--- src/rtl/psum_acc_pkg.sv ---
// -----------------------------------------------------------------------------
// psum_acc_pkg
// Shared definitions for the partial-sum accumulator and the scale/requantize
// stage that consumes its output.
//   DN  : lanes per beat (shared with the scale stage)
//   IW  : signed partial-sum width per lane
//   BW  : signed bias width per lane
//   DW  : signed output lane width (shared with the scale stage m_data1 lanes)
//   CW  : beat/group counter width
//   AW  : accumulator width; wide enough that 2^CW-1 beats of IW-bit values
//         plus a BW-bit bias can never wrap
// Also holds the accumulator FSM state type and the signed saturator.
// -----------------------------------------------------------------------------
package psum_acc_pkg;

  localparam int DN = 6;
  localparam int IW = 16;
  localparam int BW = 16;
  localparam int DW = 22;
  localparam int CW = 10;
  localparam int AW = IW + CW + 1;

  // Clamp limits of a DW-bit signed value, expressed at accumulator width.
  localparam logic signed [AW-1:0] SAT_MAX = {{(AW-DW+1){1'b0}}, {(DW-1){1'b1}}};
  localparam logic signed [AW-1:0] SAT_MIN = {{(AW-DW+1){1'b1}}, {(DW-1){1'b0}}};

  typedef enum logic [0:0] {
    IDLE = 1'b0,
    ACC  = 1'b1
  } state_t;

  typedef struct packed {
    logic          ovf;
    logic [DW-1:0] val;
  } sat_t;

  // Saturate an accumulator-width signed value to DW bits and flag the clamp.
  function automatic sat_t sat_DW(input logic signed [AW-1:0] v);
    sat_t r;
    if (v > SAT_MAX) begin
      r.val = SAT_MAX[DW-1:0];
      r.ovf = 1'b1;
    end else if (v < SAT_MIN) begin
      r.val = SAT_MIN[DW-1:0];
      r.ovf = 1'b1;
    end else begin
      r.val = v[DW-1:0];
      r.ovf = 1'b0;
    end
    return r;
  endfunction

endpackage

--- src/rtl/psum_lane.sv ---
// -----------------------------------------------------------------------------
// psum_lane
// One lane of the partial-sum accumulator: AW-bit signed accumulator with bias
// preload, plus the DW-bit saturator applied to (acc + current beat).
// Ports:
//   clk, rst_n : clock, synchronous active-low reset
//   load       : job start; capture bias and preload the accumulator with it
//   add        : a beat transfers this cycle
//   last       : the transferring beat closes the group; re-arm with bias
//   bias       : signed bias for this lane (captured on load)
//   in_data    : signed partial sum for this lane
//   sat_val    : saturated (acc + in_data), valid when add && last
//   sat_ovf    : sat_val was clamped
// -----------------------------------------------------------------------------
module psum_lane
  import psum_acc_pkg::*;
(
  input  logic          clk,
  input  logic          rst_n,
  input  logic          load,
  input  logic          add,
  input  logic          last,
  input  logic [BW-1:0] bias,
  input  logic [IW-1:0] in_data,
  output logic [DW-1:0] sat_val,
  output logic          sat_ovf
);

  logic signed [AW-1:0] acc_r;
  logic        [BW-1:0] bias_r;
  logic signed [AW-1:0] in_ext_s;
  logic signed [AW-1:0] bias_in_ext_s;
  logic signed [AW-1:0] bias_hold_ext_s;
  logic signed [AW-1:0] sum_s;
  sat_t                 sat_s;

  // Sign extension of operands, running sum including the current beat, and saturation.
  always_comb begin
    in_ext_s        = {{(AW-IW){in_data[IW-1]}}, in_data};
    bias_in_ext_s   = {{(AW-BW){bias[BW-1]}}, bias};
    bias_hold_ext_s = {{(AW-BW){bias_r[BW-1]}}, bias_r};
    sum_s           = acc_r + in_ext_s;
    sat_s           = sat_DW(sum_s);
  end

  assign sat_val = sat_s.val;
  assign sat_ovf = sat_s.ovf;

  // Accumulator and held bias; a closing beat re-arms the lane for the next group.
  always_ff @(posedge clk) begin
    if (!rst_n) begin
      acc_r  <= {AW{1'b0}};
      bias_r <= {BW{1'b0}};
    end else if (load) begin
      bias_r <= bias;
      acc_r  <= bias_in_ext_s;
    end else if (add) begin
      if (last) begin
        acc_r <= bias_hold_ext_s;
      end else begin
        acc_r <= sum_s;
      end
    end
  end

endmodule

--- src/rtl/psum_acc.sv ---
// -----------------------------------------------------------------------------
// psum_acc
// Partial-sum accumulator feeding the per-channel scale/requantize stage.
// Accumulates acc_len beats of DN signed lanes on top of a per-lane bias,
// saturates each lane to DW bits and emits one m_valid1 pulse per group, for
// n_groups groups back-to-back without bubbles.
// Ports:
//   clk, rst_n  : clock, synchronous active-low reset
//   start       : one-cycle job start, only honoured in IDLE
//   acc_len     : beats per group (0 behaves as 1), latched on start
//   n_groups    : groups per job (0 behaves as 1), latched on start
//   bias        : DN x BW signed per-lane bias, latched on start
//   in_data     : DN x IW signed partial sums, lane i at [i*IW +: IW]
//   in_valid    : in_data valid
//   in_ready    : beat accepted when in_valid && in_ready
//   m_data1     : DN x DW saturated sums, held between pulses
//   m_valid1    : one-cycle pulse per completed group
//   busy        : job in progress
//   done        : pulse with the final group's m_valid1
//   err_ovf     : sticky lane-saturation flag, cleared on start
// -----------------------------------------------------------------------------
module psum_acc #(
  parameter int DN = psum_acc_pkg::DN,
  parameter int IW = psum_acc_pkg::IW,
  parameter int BW = psum_acc_pkg::BW,
  parameter int DW = psum_acc_pkg::DW,
  parameter int CW = psum_acc_pkg::CW
) (
  input  logic             clk,
  input  logic             rst_n,
  input  logic             start,
  input  logic [CW-1:0]    acc_len,
  input  logic [CW-1:0]    n_groups,
  input  logic [DN*BW-1:0] bias,
  input  logic [DN*IW-1:0] in_data,
  input  logic             in_valid,
  output logic             in_ready,
  output logic [DN*DW-1:0] m_data1,
  output logic             m_valid1,
  output logic             busy,
  output logic             done,
  output logic             err_ovf
);

  import psum_acc_pkg::*;

  localparam logic [CW-1:0] ZERO_C = {CW{1'b0}};
  localparam logic [CW-1:0] ONE_C  = {{(CW-1){1'b0}}, 1'b1};

  state_t           state_r;
  state_t           state_nx_s;
  logic [CW-1:0]    len_r;
  logic [CW-1:0]    ngrp_r;
  logic [CW-1:0]    beat_cnt_r;
  logic [CW-1:0]    grp_cnt_r;
  logic [DN*DW-1:0] m_data1_r;
  logic             m_valid1_r;
  logic             done_r;
  logic             err_ovf_r;

  logic             acc_s;
  logic             load_s;
  logic             xfer_s;
  logic             last_beat_s;
  logic             last_grp_s;
  logic [DN*DW-1:0] sat_vec_s;
  logic [DN-1:0]    ovf_vec_s;

  // Handshake and group-boundary decode from the registered state and counters.
  always_comb begin
    acc_s       = (state_r == ACC);
    load_s      = (state_r == IDLE) && start;
    xfer_s      = acc_s && in_valid;
    last_beat_s = xfer_s && (beat_cnt_r == (len_r - ONE_C));
    last_grp_s  = (grp_cnt_r == (ngrp_r - ONE_C));
  end

  for (genvar i = 0; i < DN; i++) begin : g_lane
    psum_lane u_lane (
      .clk     (clk),
      .rst_n   (rst_n),
      .load    (load_s),
      .add     (xfer_s),
      .last    (last_beat_s),
      .bias    (bias[i*BW +: BW]),
      .in_data (in_data[i*IW +: IW]),
      .sat_val (sat_vec_s[i*DW +: DW]),
      .sat_ovf (ovf_vec_s[i])
    );
  end

  // Next-state logic: leave ACC only when the closing beat of the final group transfers.
  always_comb begin
    state_nx_s = state_r;
    case (state_r)
      IDLE: begin
        if (start) begin
          state_nx_s = ACC;
        end else begin
          state_nx_s = IDLE;
        end
      end
      ACC: begin
        if (last_beat_s && last_grp_s) begin
          state_nx_s = IDLE;
        end else begin
          state_nx_s = ACC;
        end
      end
      default: state_nx_s = IDLE;
    endcase
  end

  // State register.
  always_ff @(posedge clk) begin
    if (!rst_n) begin
      state_r <= IDLE;
    end else begin
      state_r <= state_nx_s;
    end
  end

  // Job parameters, beat/group counters, output register and status flags.
  always_ff @(posedge clk) begin
    if (!rst_n) begin
      len_r      <= ZERO_C;
      ngrp_r     <= ZERO_C;
      beat_cnt_r <= ZERO_C;
      grp_cnt_r  <= ZERO_C;
      m_data1_r  <= {(DN*DW){1'b0}};
      m_valid1_r <= 1'b0;
      done_r     <= 1'b0;
      err_ovf_r  <= 1'b0;
    end else begin
      m_valid1_r <= 1'b0;
      done_r     <= 1'b0;
      if (load_s) begin
        // A zero length or group count would never terminate; treat it as one.
        len_r      <= (acc_len == ZERO_C) ? ONE_C : acc_len;
        ngrp_r     <= (n_groups == ZERO_C) ? ONE_C : n_groups;
        beat_cnt_r <= ZERO_C;
        grp_cnt_r  <= ZERO_C;
        err_ovf_r  <= 1'b0;
      end else if (last_beat_s) begin
        m_data1_r  <= sat_vec_s;
        m_valid1_r <= 1'b1;
        beat_cnt_r <= ZERO_C;
        grp_cnt_r  <= grp_cnt_r + ONE_C;
        done_r     <= last_grp_s;
        err_ovf_r  <= err_ovf_r | (|ovf_vec_s);
      end else if (xfer_s) begin
        beat_cnt_r <= beat_cnt_r + ONE_C;
      end
    end
  end

  // busy/in_ready come straight from the state register, so they drop in the
  // same cycle as the final m_valid1/done pulse.
  assign in_ready = acc_s;
  assign busy     = acc_s;
  assign m_data1  = m_data1_r;
  assign m_valid1 = m_valid1_r;
  assign done     = done_r;
  assign err_ovf  = err_ovf_r;

endmodule

--- config.mk ---
export PLATFORM = sky130hd
export DESIGN_NAME = psum_acc
export DESIGN_NICKNAME = d
export VERILOG_FILES = /design/src/rtl/psum_acc_pkg.sv /design/src/rtl/psum_lane.sv /design/src/rtl/psum_acc.sv
export SDC_FILE = /design/constraint.sdc
export NUM_CORES = 1
export LEC_CHECK = 0
export CORE_ASPECT_RATIO = 0.5
export CORE_UTILIZATION = 35
export DETAILED_ROUTE_END_ITERATION = 8
export GPL_TIMING_DRIVEN = 0
export PLACE_DENSITY = 0.59
export SYNTH_ARGS = -nofsm -noshare
export SYNTH_HDL_FRONTEND = slang
export SYNTH_HIERARCHICAL = 1
export SYNTH_SLANG_ARGS = --single-unit
--- constraint.sdc ---
create_clock -name clk -period 11.1 [get_ports clk]
set_input_delay 2.775 -clock clk [delete_from_list [all_inputs] [get_ports clk]]
set_output_delay 2.775 -clock clk [all_outputs]
set_load 0.05 [all_outputs]
==> run metrics <==
Synth-to-Final Area Change=21.9%; Hold Buf Count CTS=0; Reg2Reg Depth=16; vias=30700; minimum clock period=6.89 ns; area leader, netlist=dfxtp_1; sum of negative setup slack=0 ns; Max Slew Vio Count=0; CTS Buffer Depth=3; WP data arrival=7.43 ns; latest clock arrival within the worst-skew pair=0.62 ns; Final Cycle Share=62.1%; post-synth net total=4186; number of synthesized flops with an enable pin=0; starting density of the core=35.6%; Overall Global Routing Usage=between 20 and 25%; Root Driver=clkbuf_16; CTS tree=built; combinational share of power=34.1%; leakage=13.8 nW; RSZ-0062 raised after global routing=no; startpoint type of the worst setup path=input port; Worst Setup End Kind=flip-flop; DRT Wirelength=roughly 110000 µm; Flop pwr share=32.9%; clk slew on worst S/H paths=around 0.060 ns; final setup fails=0; buffers added on ports=352; num rows=75; crit-path max FO=20; ys async rst share=0%; CP required=11.64 ns; share of layout cells above drive strength 1=approximately 8.4%; die area=87300 µm²; PostCTS Resize Cnt=0; Least-Margin Pin Slew=1.38 ns; fmax=145 MHz; Pwr Density=139 nW/µm²; fin cells=roughly 5400; largest net degree at the start of global routing=25; Crit Path Class=input port to flip-flop; DRT antenna net count=0; Synth Instances=~3800; Yosys Warn Count=6; Worst Skew=0.0274 ns; cell area after synthesis=30100 µm²; Via-to-Cell Ratio=5.69; top_reg_cell synth=dfxtp_1; Net Sw Power=1.87 mW; Placed Cells=5312; DIE WIDTH=417 µm; Num CTS Buffers=48; Internal=3.25 mW; Yosys top cell area share=roughly 29%; Sink Count=434; DRC viols=0; Sw Ratio=36.6%; Final Hold Viols=0; Worst Hold Class=flip-flop to flip-flop; total congestion overflow=0; Ports=353; drt pass-1 iters=5; H-tree levels=2; Mean Syn Cell Area=7.92 µm²; drt first-iter violations=2374; status=finished clean; # nets final=4589; Placeable Area=84500 µm²; postcts setup bufs=0; DP HPWL=85700 µm; wire per inst=20.7 µm; vias in the first global route=29200; total of max-cap violations=0; Clock Power Share=33.0%; die height=209 µm; #FFs+latches synth=434; slew margin rel.=under 10%; Placer Congestion=between 0.9 and 1; Max IR drop VDD=0.0969 mV; Synth area leaders=dfxtp_1, a21oi_1, ha_1; worst hold path depth=2; first-pass GRT wire length=171000 µm; synth unique cells=between 100 and 150; initial antenna violation count=0; Seq/Total Area, Yosys=28.8%
==> state kept, by name (all words and copies together) (netlist names) <==
name	count
grp_cnt_r	10
m_data1	132
beat_cnt_r	10
done	1
busy	1
g_lane.u_lane/bias_r	96
len_r	10
ngrp_r	10
g_lane.u_lane/acc_r	162
m_valid1	1
err_ovf	1
==> per-stage QoR <==
step                      utilization (%)  setup slack (ns)  hold slack [ns]  area (µm²)  power, mW
after floorplan                         -              4.80            0.449       30100       2.92
after global placement               41.5              3.45            0.452       35100       3.41
after detailed placement             41.5              3.70            0.458       35100       3.43
after CTS                            43.5              4.28            0.467       36700       5.12
after global routing                 43.5              3.95            0.478       36700       5.38
final                                43.5              4.21            0.467       36700       5.12
==> cell families after synthesis <==
kind of cell | synth area share [%]
compound gates | 30.5
mux | 1.89
xor+xnor | 4.84
buf+inv | 5.36
flops | 28.8
simple gates | 21.5
fa+ha+maj | 7.04
==> cells in the final DEF, fill, tap and decap left out, types with 49 or more instances in the layout <==
| cell type | n |
|---|---|
| nor3_1 | 58 |
| nor2_1 | 238 |
| nand2_1 | 387 |
| buf_2 | 75 |
| a21boi_0 | 61 |
| clkbuf_1 | 172 |
| ha_1 | 160 |
| o21ai_0 | 210 |
| a21oi_1 | 429 |
| dfxtp_1 | 434 |
| mux2i_1 | 57 |
| o31ai_1 | 160 |
| clkbuf_16 | 49 |
| a21o_1 | 57 |
| inv_1 | 74 |
| nand3_1 | 78 |
| xnor2_1 | 90 |
| clkdlybuf4s50_1 | 351 |
| and2_1 | 52 |
| xor2_1 | 71 |
| nand4_1 | 165 |
| nand2b_1 | 77 |
| o211ai_1 | 54 |
==> routing by layer <==
metal / vias to the layer above / wire, µm / track usage [%]
li1: 14900 / - / -
met1: 14800 / 48800 / 32.0
met2: 832 / 53500 / 42.0
met3: 200 / 5570 / 3.11
met4: 0 / 3780 / 8.38
met5: - / 0 / 0
==> power by group through the flow <==
stage          clock [mW]  sequential, mW  combinational [mW]
3_5_place_dp            0            1.72                1.71
5_1_grt              1.79            1.69                1.90
3_3_place_gp            0            1.71                1.69
2_1_floorplan           0            1.70                1.21
4_1_cts              1.72            1.68                1.72
6_report             1.69            1.68                1.75
==> cells in the mapped netlist (35+ instances only) <==
cell type and count:
a21boi_0 61, a21o_1 57, a21oi_1 429, a31oi_1 35
and2_1 52, buf_2 73, clkbuf_1 164, dfxtp_1 434
ha_1 160, inv_1 74, mux2i_1 57, nand2_1 387
nand2b_1 77, nand3_1 78, nand4_1 165, nor2_1 238
nor2b_1 35, nor3_1 58, o211ai_1 54, o21ai_0 210
o21ai_1 47, o21ai_2 36, o31ai_1 160, xnor2_1 90
xor2_1 71
==> final timing paths <==
check,from,endpoint,slack [ns]
worst max-delay path,in_valid,g_lane[1].u_lane/acc_r[13]$_SDFFE_PN0P_,4.21
worst min-delay path,m_data1[23]$_SDFFE_PN0P_,m_data1[23]$_SDFFE_PN0P_,0.47
worst max register to register,len_r[0]$_SDFFE_PN0P_,g_lane[1].u_lane/acc_r[13]$_SDFFE_PN0P_,5.99
worst min register to register,m_data1[23]$_SDFFE_PN0P_,m_data1[23]$_SDFFE_PN0P_,0.47
==> final cells by class <==
type                       count  area [µm²]
sequential                   434        8690
multi-input combinational   3006       19800
clock inverter                15         186
timing repair buffer         353        3540
buffer                       287        1330
inverter                      77         289
clock buffer                  70        1440
fill                        8496       47800
tap                         1155        1450
antenna                        2        5.00
==> critical path, stage by stage <==
cell	delay, ns
clkdlybuf4s50_1	0.46
nand2_1	0.15
nor4_2	0.39
o2111a_1	0.25
buf_2	0.32
nand3_1	0.27
inv_1	1.07
clkbuf_1	0.52
clkbuf_1	0.54
nand2_1	0.13
o211ai_1	0.12
o21ai_0	0.13
o21ai_0	0.16
and2_1	0.13
(Power assumes the default switching activity.)
